==> src/rtl/wishbone_simple_master_32.sv <==
// One-at-a-time load/store to Wishbone B3 classic master: big-endian lane steering, read extraction,
// misalignment check, bus timeout. Response 2 edges after accept with a 1-cycle-ack slave; ready only in IDLE.
module wishbone_simple_master_32 #(
  parameter int unsigned TIMEOUT_CYCLES = 255
) (
  input  logic        wb_clk_i,
  input  logic        wb_rst_i,
  input  logic        req_valid_i,
  output logic        req_ready_o,
  input  logic        req_we_i,
  input  logic [31:0] req_addr_i,
  input  logic [1:0]  req_size_i,
  input  logic [31:0] req_wdata_i,
  output logic        rsp_valid_o,
  output logic [31:0] rsp_rdata_o,
  output logic        rsp_err_o,
  output logic        rsp_misaligned_o,
  output logic        rsp_timeout_o,
  output logic [31:0] wb_adr_o,
  output logic [31:0] wb_dat_o,
  input  logic [31:0] wb_dat_i,
  output logic [3:0]  wb_sel_o,
  output logic        wb_we_o,
  output logic        wb_cyc_o,
  output logic        wb_stb_o,
  input  logic        wb_ack_i,
  input  logic        wb_err_i
);

  typedef enum logic [1:0] {S_IDLE, S_BUS, S_RESP} state_t;

  localparam logic [15:0] CNT_LAST  = (TIMEOUT_CYCLES == 0) ? 16'd0 : 16'(TIMEOUT_CYCLES - 1);
  localparam logic        TMO_EN    = (TIMEOUT_CYCLES != 0);

  state_t      state;
  logic [15:0] cnt;
  logic        we_q;
  logic [1:0]  off_q;
  logic [1:0]  size_q;

  logic        req_mis;
  logic [3:0]  sel_nxt;
  logic [31:0] dat_nxt;
  logic [31:0] rd_lane;

  assign req_ready_o = (state == S_IDLE);

  always_comb begin
    req_mis = (req_size_i == 2'd3) ||
              (req_size_i == 2'd1 && req_addr_i[0]) ||
              (req_size_i == 2'd2 && req_addr_i[1:0] != 2'd0);
    sel_nxt = 4'b1111;
    dat_nxt = req_wdata_i;
    case (req_size_i)
      2'd0: begin
        sel_nxt = 4'b1000 >> req_addr_i[1:0];
        dat_nxt = {4{req_wdata_i[7:0]}};
      end
      2'd1: begin
        sel_nxt = req_addr_i[1] ? 4'b0011 : 4'b1100;
        dat_nxt = {2{req_wdata_i[15:0]}};
      end
      default: ;
    endcase
  end

  // Byte offset 0 lives in bits 31:24.
  always_comb begin
    rd_lane = wb_dat_i;
    case (size_q)
      2'd0: begin
        case (off_q)
          2'd0:    rd_lane = {24'd0, wb_dat_i[31:24]};
          2'd1:    rd_lane = {24'd0, wb_dat_i[23:16]};
          2'd2:    rd_lane = {24'd0, wb_dat_i[15:8]};
          default: rd_lane = {24'd0, wb_dat_i[7:0]};
        endcase
      end
      2'd1:    rd_lane = off_q[1] ? {16'd0, wb_dat_i[15:0]} : {16'd0, wb_dat_i[31:16]};
      default: rd_lane = wb_dat_i;
    endcase
  end

  always_ff @(posedge wb_clk_i or posedge wb_rst_i) begin
    if (wb_rst_i) begin
      state            <= S_IDLE;
      cnt              <= 16'd0;
      we_q             <= 1'b0;
      off_q            <= 2'd0;
      size_q           <= 2'd0;
      rsp_valid_o      <= 1'b0;
      rsp_rdata_o      <= 32'd0;
      rsp_err_o        <= 1'b0;
      rsp_misaligned_o <= 1'b0;
      rsp_timeout_o    <= 1'b0;
      wb_adr_o         <= 32'd0;
      wb_dat_o         <= 32'd0;
      wb_sel_o         <= 4'd0;
      wb_we_o          <= 1'b0;
      wb_cyc_o         <= 1'b0;
      wb_stb_o         <= 1'b0;
    end else begin
      case (state)
        S_IDLE: begin
          if (req_valid_i) begin
            we_q     <= req_we_i;
            off_q    <= req_addr_i[1:0];
            size_q   <= req_size_i;
            wb_adr_o <= req_addr_i;
            if (req_mis) begin
              state            <= S_RESP;
              rsp_valid_o      <= 1'b1;
              rsp_err_o        <= 1'b1;
              rsp_misaligned_o <= 1'b1;
            end else begin
              state    <= S_BUS;
              cnt      <= 16'd0;
              wb_cyc_o <= 1'b1;
              wb_stb_o <= 1'b1;
              wb_we_o  <= req_we_i;
              wb_sel_o <= sel_nxt;
              wb_dat_o <= dat_nxt;
            end
          end
        end
        S_BUS: begin
          if (cnt != 16'hFFFF) cnt <= cnt + 16'd1;
          if (wb_err_i || wb_ack_i || (TMO_EN && cnt == CNT_LAST)) begin
            state       <= S_RESP;
            rsp_valid_o <= 1'b1;
            wb_cyc_o    <= 1'b0;
            wb_stb_o    <= 1'b0;
            wb_we_o     <= 1'b0;
            wb_sel_o    <= 4'd0;
            // Slave termination on the terminal cycle takes priority over timeout; err over ack.
            if (wb_err_i) begin
              rsp_err_o <= 1'b1;
            end else if (wb_ack_i) begin
              rsp_rdata_o <= we_q ? 32'd0 : rd_lane;
            end else begin
              rsp_err_o     <= 1'b1;
              rsp_timeout_o <= 1'b1;
            end
          end
        end
        S_RESP: begin
          state            <= S_IDLE;
          rsp_valid_o      <= 1'b0;
          rsp_rdata_o      <= 32'd0;
          rsp_err_o        <= 1'b0;
          rsp_misaligned_o <= 1'b0;
          rsp_timeout_o    <= 1'b0;
        end
        default: state <= S_IDLE;
      endcase
    end
  end

endmodule
==> config.mk <==
export PLATFORM = sky130hd
export DESIGN_NAME = wishbone_simple_master_32
export DESIGN_NICKNAME = d
export VERILOG_FILES = /design/src/rtl/wishbone_simple_master_32.sv
export SDC_FILE = /design/constraint.sdc
export NUM_CORES = 1
export LEC_CHECK = 0
export CAP_MARGIN = 20
export CORE_UTILIZATION = 25
export CTS_BUF_LIST = sky130_fd_sc_hd__clkbuf_8
export CTS_CLUSTER_DIAMETER = 40
export DETAILED_ROUTE_END_ITERATION = 7
export PLACE_DENSITY = 0.6
export RECOVER_POWER = 50
export SYNTH_ARGS = -nofsm -noshare
export SYNTH_HDL_FRONTEND = slang
export SYNTH_SLANG_ARGS = --single-unit
==> constraint.sdc <==
create_clock -name wb_clk_i -period 4.7 [get_ports wb_clk_i]
set_input_delay 1.41 -clock wb_clk_i [delete_from_list [all_inputs] [get_ports wb_clk_i]]
set_output_delay 1.41 -clock wb_clk_i [all_outputs]
set_load 0.05 [all_outputs]
==> impl_metrics.env, run 1 <==
export IMPL_place_congestion=0.797
export IMPL_port_buffer_count=211
export IMPL_peakVddDrop_mv=0.544
export IMPL_final_cells=1042
export IMPL_area_growth_pct=47.8
export IMPL_place_hpwl_um=12900
export IMPL_syn_inst=540
export IMPL_grt_max_degree=59
export IMPL_wl_met1_um=7990
export IMPL_slew_headroom_pct=-32.4
export IMPL_seq_area_um2=3180
export IMPL_antenna_found_initial=2
export IMPL_timing_final_crit_share_pct=84.1
export IMPL_power_mw=6.02
export IMPL_critical_path_max_stage_delay_ns=0.61
export IMPL_hold_path_class="reg -> reg"
export IMPL_max_cap_violations=1
export IMPL_final_area_um2=8590
export IMPL_grt_pass1_wl_um=28100
export IMPL_whs_ns=0.475
export IMPL_yosys_area_top_type_share_pct=54.7
export IMPL_drive_above_1_share_pct=10.8
export IMPL_synth_seq_cells=127
export IMPL_path_class="in -> reg"
export IMPL_fmax_ghz=0.253
export IMPL_drv_slew=11
export IMPL_syn_avg_cell_area_um2=10.8
export IMPL_outcome="finished, violations left"
export IMPL_start_kind="input pin"
export IMPL_fp_dieArea_um2=23900
export IMPL_failed_checks="max-capacitance violations, max-slew violations"
export IMPL_totalWireLength_um=18000
export IMPL_die_w_um=154
export IMPL_syn_num_nets=646
export IMPL_root_buffer="clkbuf_8"
export IMPL_finClkSkew_ns=0.0179
export IMPL_critPathRequiredTime_ns=5.06
export IMPL_drtIter0Drc=201
export IMPL_cts_buffers=17
export IMPL_post_route_util_pct=37.8
export IMPL_num_vias=4920
export IMPL_ctsHtreeMaxLevel=4
export IMPL_diodes=0
export IMPL_pre_cts_ws_ns=0.856
export IMPL_syn_area_um2=5810
export IMPL_drt_first_pass_iters=4
export IMPL_grt_util_all_layers_pct=15.3
export IMPL_finalSetupTns_ns=0
export IMPL_cts_tree="built"
export IMPL_worst_slack_ns=0.748
export IMPL_die_y_um=154
export IMPL_wl_per_cell_um=17.2
export IMPL_grt_pass1_vias=4867
export IMPL_post_cts_buffers=0
export IMPL_cpMostUsedCell="o211ai_1"
export IMPL_cpMaxStageDelayCell="o211ai_1"
export IMPL_end_kind="flip-flop"
export IMPL_synth_ff_type="dfrtp_1"
export IMPL_rsz0062_at_grt="no"
export IMPL_clk_transition_reported_paths_ns=0.08
export IMPL_worstSkewPairLatency_ns=0.45
export IMPL_via_per_inst=4.72
export IMPL_n_fill_cell=2309
export IMPL_final_antenna_net_count=0
export IMPL_clock_sinks=127
export IMPL_ys_seq_area_share_pct=54.7
export IMPL_hold_buffers=0
export IMPL_initial_core_util_pct=25.6
export IMPL_cts_resized=0
export IMPL_hold_violations=0
export IMPL_synthDistinctLibCells=54
export IMPL_rows=55
export IMPL_multi_input_comb_area_um2=2370
export IMPL_dr_wl_met3_um=1630
export IMPL_arrival_ns=4.31
export IMPL_cts_buffer_depth=2
export IMPL_ios=212
export IMPL_worstMarginPinSlew_ns=1.97
export IMPL_synth_edf_count=0
export IMPL_ys_async_sr_fraction_pct=100
export IMPL_synth_top_cells_by_count="dfrtp_1 (127), nand2_1 (74), a21oi_1 (41), o21ai_0 (37), mux2_2 (35)"
export IMPL_fin_crit_ns=3.95
export IMPL_core_area_um2=22700
export IMPL_crit_chain="dlygate4sd3_1 -> clkbuf_1 -> a21o_1 -> o211ai_1 -> o211ai_1 -> or3_1 -> a21oi_1"
export IMPL_wl_met2_um=8140
export IMPL_yosysWarnings=0
export IMPL_top_layer="met5"
export IMPL_leakage_nw=3.68
export IMPL_yosys_area_top_type="dfrtp_1"
export IMPL_grt_ovfl_total=0
export IMPL_critPathMaxFanout=21
export IMPL_pwr_density_cell_nw_per_um2=701
export IMPL_synth_most_common_cell="dfrtp_1"
export IMPL_setup_viol=0
export IMPL_dpl_cell_area_um2=8230
export IMPL_dp_cells=1010
export IMPL_synth_area_leaders="dfrtp_1 (55%), mux2_2 (6.8%), mux2i_1 (5.5%)"
export IMPL_route_detailed_drc=0
export IMPL_num_nets_final=850
==> worst max-delay path, delay by kind of cell <==
family	cells	cell delay [ns]
AND/OR/NAND/NOR	1	0.56
buffers and inverters	2	0.92
AO/OA/AOI/OAI	4	1.40
==> logic make-up (layout without fill, tap and decap cells) <==
logic type,count (synthesis),in the layout,synth area share [%]
adder cells (fa/ha/maj),2,2,0.431
flip-flops,127,127,54.7
XOR/XNOR,3,3,0.452
multiplexers,67,67,12.3
AND/OR/NAND/NOR,146,146,12.4
AO/OA/AOI/OAI,139,139,15.5
buffers and inverters,56,273,4.18
==> report_power, final <==
group	internal, mW	leakage (nW)	switching (mW)	total [mW]
combinational	1.12	1.86	2.16	3.29
sequential	1.49	1.62	0.261	1.75
clock	0.494	0.198	0.494	0.988
total	3.11	3.68	2.92	6.02
==> path summary, 6_finish.rpt <==
path | slack (ns) | start | cells after the start | end
min reg2reg | 0.48 | wb_dat_o[4] | 2 | wb_dat_o[4]
max | 0.75 | req_size_i[0] | 7 | cnt[9]
max in group asynchronous | 1.09 | wb_rst_i | 3 | wb_adr_o[4]
min in group asynchronous | 1.70 | wb_rst_i | 2 | rsp_rdata_o[24]
max reg2reg | 1.75 | state[1] | 6 | cnt[9]
min | 0.48 | wb_dat_o[4] | 2 | wb_dat_o[4]
==> layout by cell type, fill, tap and decap left out, drive strengths merged, types with 18 or more instances in the layout <==
cell           Yosys  routed
nand2             74      74
a21oi             41      41
dfrtp            127     127
a22o              18      18
inv               18      23
nor2              20      20
clkbuf            23      22
clkdlybuf4s50      0     207
o21ai             42      42
mux2i             32      32
mux2              35      35
==> area by class of cell <==
class | instances | share of cell area, %
Sequential cell | 127 | 37.0
Multi-Input combinational cell | 357 | 27.6
Timing Repair Buffer | 222 | 25.7
Tap cell | 285 | 4.15
Clock buffer | 18 | 2.88
Clock inverter | 14 | 1.82
Inverter | 19 | 0.845
==> per-layer routing <==
metal	track usage, %	up-vias
met5	0	-
met4	4.34	4
met3	6.25	12
met2	23.6	194
met1	19.8	2355
li1	-	2355
==> flip-flops by register name (all words and copies together) (netlist names) <==
register and cells:
rsp_rdata_o 32, wb_adr_o 32, wb_dat_o 32, cnt 16
wb_sel_o 4, size_q 2, state 2, rsp_err_o 1
rsp_misaligned_o 1, rsp_timeout_o 1, rsp_valid_o 1, wb_stb_o 1
wb_we_o 1, we_q 1
Note: power is estimated with default switching activity, not from simulation.
==> inputs of run 2 (changes only) <==
clock period = 3.4 ns   (was 4.7 ns; I/O delays follow)
==> impl_metrics.env, run 2 (synthesis gave the netlist of run 1 again) <==
export IMPL_r2r_start="state[0]"
export IMPL_port_buffer_count=211
export IMPL_timing_final_crit_share_pct=93.8
export IMPL_root_buffer="clkbuf_8"
export IMPL_cts_resized=0
export IMPL_setup_viol=0
export IMPL_cts_buffers=17
export IMPL_hold_violations=0
export IMPL_post_cts_buffers=0
export IMPL_whs_ns=0.476
export IMPL_max_cap_violations=0
export IMPL_hold_path_class="reg -> reg"
export IMPL_num_nets_final=857
export IMPL_reg_top3="rsp_rdata_o (32), wb_adr_o (32), wb_dat_o (32)"
export IMPL_final_common_cell="clkdlybuf4s50_1"
export IMPL_rr_worst_depth=5
export IMPL_worstMarginPinSlew_ns=1.22
export IMPL_multi_input_comb_area_um2=2390
export IMPL_num_vias=4948
export IMPL_drive_above_1_share_pct=12.1
export IMPL_place_congestion=0.787
export IMPL_seq_area_um2=3180
export IMPL_pwr_share_seq_pct=29.1
export IMPL_end_kind="output pin"
export IMPL_fin_crit_ns=3.19
export IMPL_min_from="rsp_rdata_o[7]"
export IMPL_cts_tree="built"
export IMPL_grt_max_degree=65
export IMPL_switching_power_mw=4.01
export IMPL_drt_first_pass_iters=5
export IMPL_slew_headroom_pct=18.7
export IMPL_crit_chain="nor2_1 -> clkdlybuf4s50_1"
export IMPL_pwr_density_cell_nw_per_um2=966
export IMPL_via_per_inst=4.72
export IMPL_critPathMaxFanout=8
export IMPL_hold_depth=2
export IMPL_switching_share_pct=48.1
export IMPL_rows=55
export IMPL_final_antenna_net_count=0
export IMPL_worstSkewPairLatency_ns=0.45
export IMPL_dp_cells=1017
export IMPL_rrSetupSlack_ns=0.75
export IMPL_critical_path_max_stage_delay_ns=0.88
export IMPL_r2r_end="rsp_rdata_o[23]"
export IMPL_ctsHtreeMaxLevel=4
export IMPL_hold_buffers=0
export IMPL_grt_pass1_wl_um=28500
export IMPL_drv_slew=0
export IMPL_initial_core_util_pct=25.6
export IMPL_finalSetupTns_ns=0
export IMPL_fmax_ghz=0.314
export IMPL_leakage_nw=3.71
export IMPL_grt_pass1_vias=4956
export IMPL_finClkSkew_ns=0.0185
export IMPL_min_to="rsp_rdata_o[7]"
export IMPL_clk_transition_reported_paths_ns=0.07
export IMPL_start_kind="flip-flop"
export IMPL_rsz0062_at_grt="no"
export IMPL_die_y_um=154
export IMPL_arrival_ns=2.17
export IMPL_cts_buffer_depth=2
export IMPL_drtIter0Drc=222
export IMPL_n_fill_cell=2277
export IMPL_grt_ovfl_total=0
export IMPL_route_detailed_drc=0
export IMPL_core_area_um2=22700
export IMPL_area_growth_pct=48.6
export IMPL_ios=212
export IMPL_cpMaxStageDelayCell="clkdlybuf4s50_1"
export IMPL_antenna_found_initial=1
export IMPL_final_cells=1048
export IMPL_wl_per_cell_um=17.1
export IMPL_place_hpwl_um=13200
export IMPL_pwr_share_clk_pct=16.2
export IMPL_critPathRequiredTime_ns=2.38
export IMPL_final_cell_mix="clkdlybuf4s50_1 (207), dfrtp_1 (127), nand2_1 (73), a21oi_1 (40), o21ai_0 (37)"
export IMPL_combinationalPowerShare_pct=54.6
export IMPL_outcome="complete, no violations"
export IMPL_fp_dieArea_um2=23900
export IMPL_clock_sinks=127
export IMPL_p_int_mw=4.33
export IMPL_path_class="reg -> out"
export IMPL_totalWireLength_um=18000
export IMPL_grt_util_all_layers_pct=15.5
export IMPL_die_w_um=154
export IMPL_peakVddDrop_mv=0.607
==> run 2: cell count changes in the layout (fill, tap and decap cells not counted), sizes merged <==
cell | before | now
clkinv | 4 | 7
diode | 0 | 1
clkinvlp | 4 | 5
bufinv | 2 | 3
buf | 7 | 12
inv | 23 | 17
clkbuf | 22 | 23
==> run 2: how the worst max path moves through the flow <==
stage	from	to	slack (ns)	depth (start not counted)
3_3_place_gp	req_size_i[0]	cnt[6]	0.30	6
5_1_grt	state[0]	req_ready_o	0.16	2
6_report	state[0]	req_ready_o	0.21	2
4_1_cts	state[0]	req_ready_o	0.11	2
2_1_floorplan	req_size_i[0]	wb_dat_o[10]	0.79	8
3_5_place_dp	req_addr_i[0]	cnt[5]	0.26	6
==> run 2: critical path, delay by kind of cell (launching register included) <==
kind	cells	cell delay, ns
buffers and inverters	1	0.88
DFF	1	0.51
and+or+nand+nor	1	0.35
==> run 2: layout make-up <==
class | instances | area share, %
Antenna cell | 1 | 0.0290
Clock buffer | 17 | 2.71
Clock inverter | 13 | 1.96
Inverter | 19 | 0.840
Multi-Input combinational cell | 357 | 27.7
Sequential cell | 127 | 36.8
Tap cell | 285 | 4.13
Timing Repair Buffer | 229 | 25.8
==> run 2: power groups by stage <==
stage / registers [mW] / logic [mW] / clock network, mW
final: 2.43 / 4.56 / 1.35
after global placement: 2.45 / 4.60 / 0
after floorplan: 4.12 / 1.32 / 0
after global routing: 2.51 / 4.82 / 1.47
after CTS: 2.45 / 4.64 / 1.41
after detailed placement: 2.47 / 4.63 / 0
==> run 2: through the flow <==
step,power (mW),area [um2],util [%],setup slack (ns)
3_5_place_dp,7.09,8290,36.5,0.260
6_report,8.34,8640,38.0,0.212
5_1_grt,8.80,8640,38.0,0.155
3_3_place_gp,7.06,8290,36.5,0.299
2_1_floorplan,5.43,5820,-,0.790
4_1_cts,8.49,8690,38.3,0.108
==> run 2: routing by layer <==
metal  share of wire [%]  wire length, um  global-route usage (%)
met1                  44             7860                    19.9
met2                  45             8150                    23.8
met3                 9.1             1640                    6.22
met4                 1.7              314                    5.09
met5                   0                0                       0
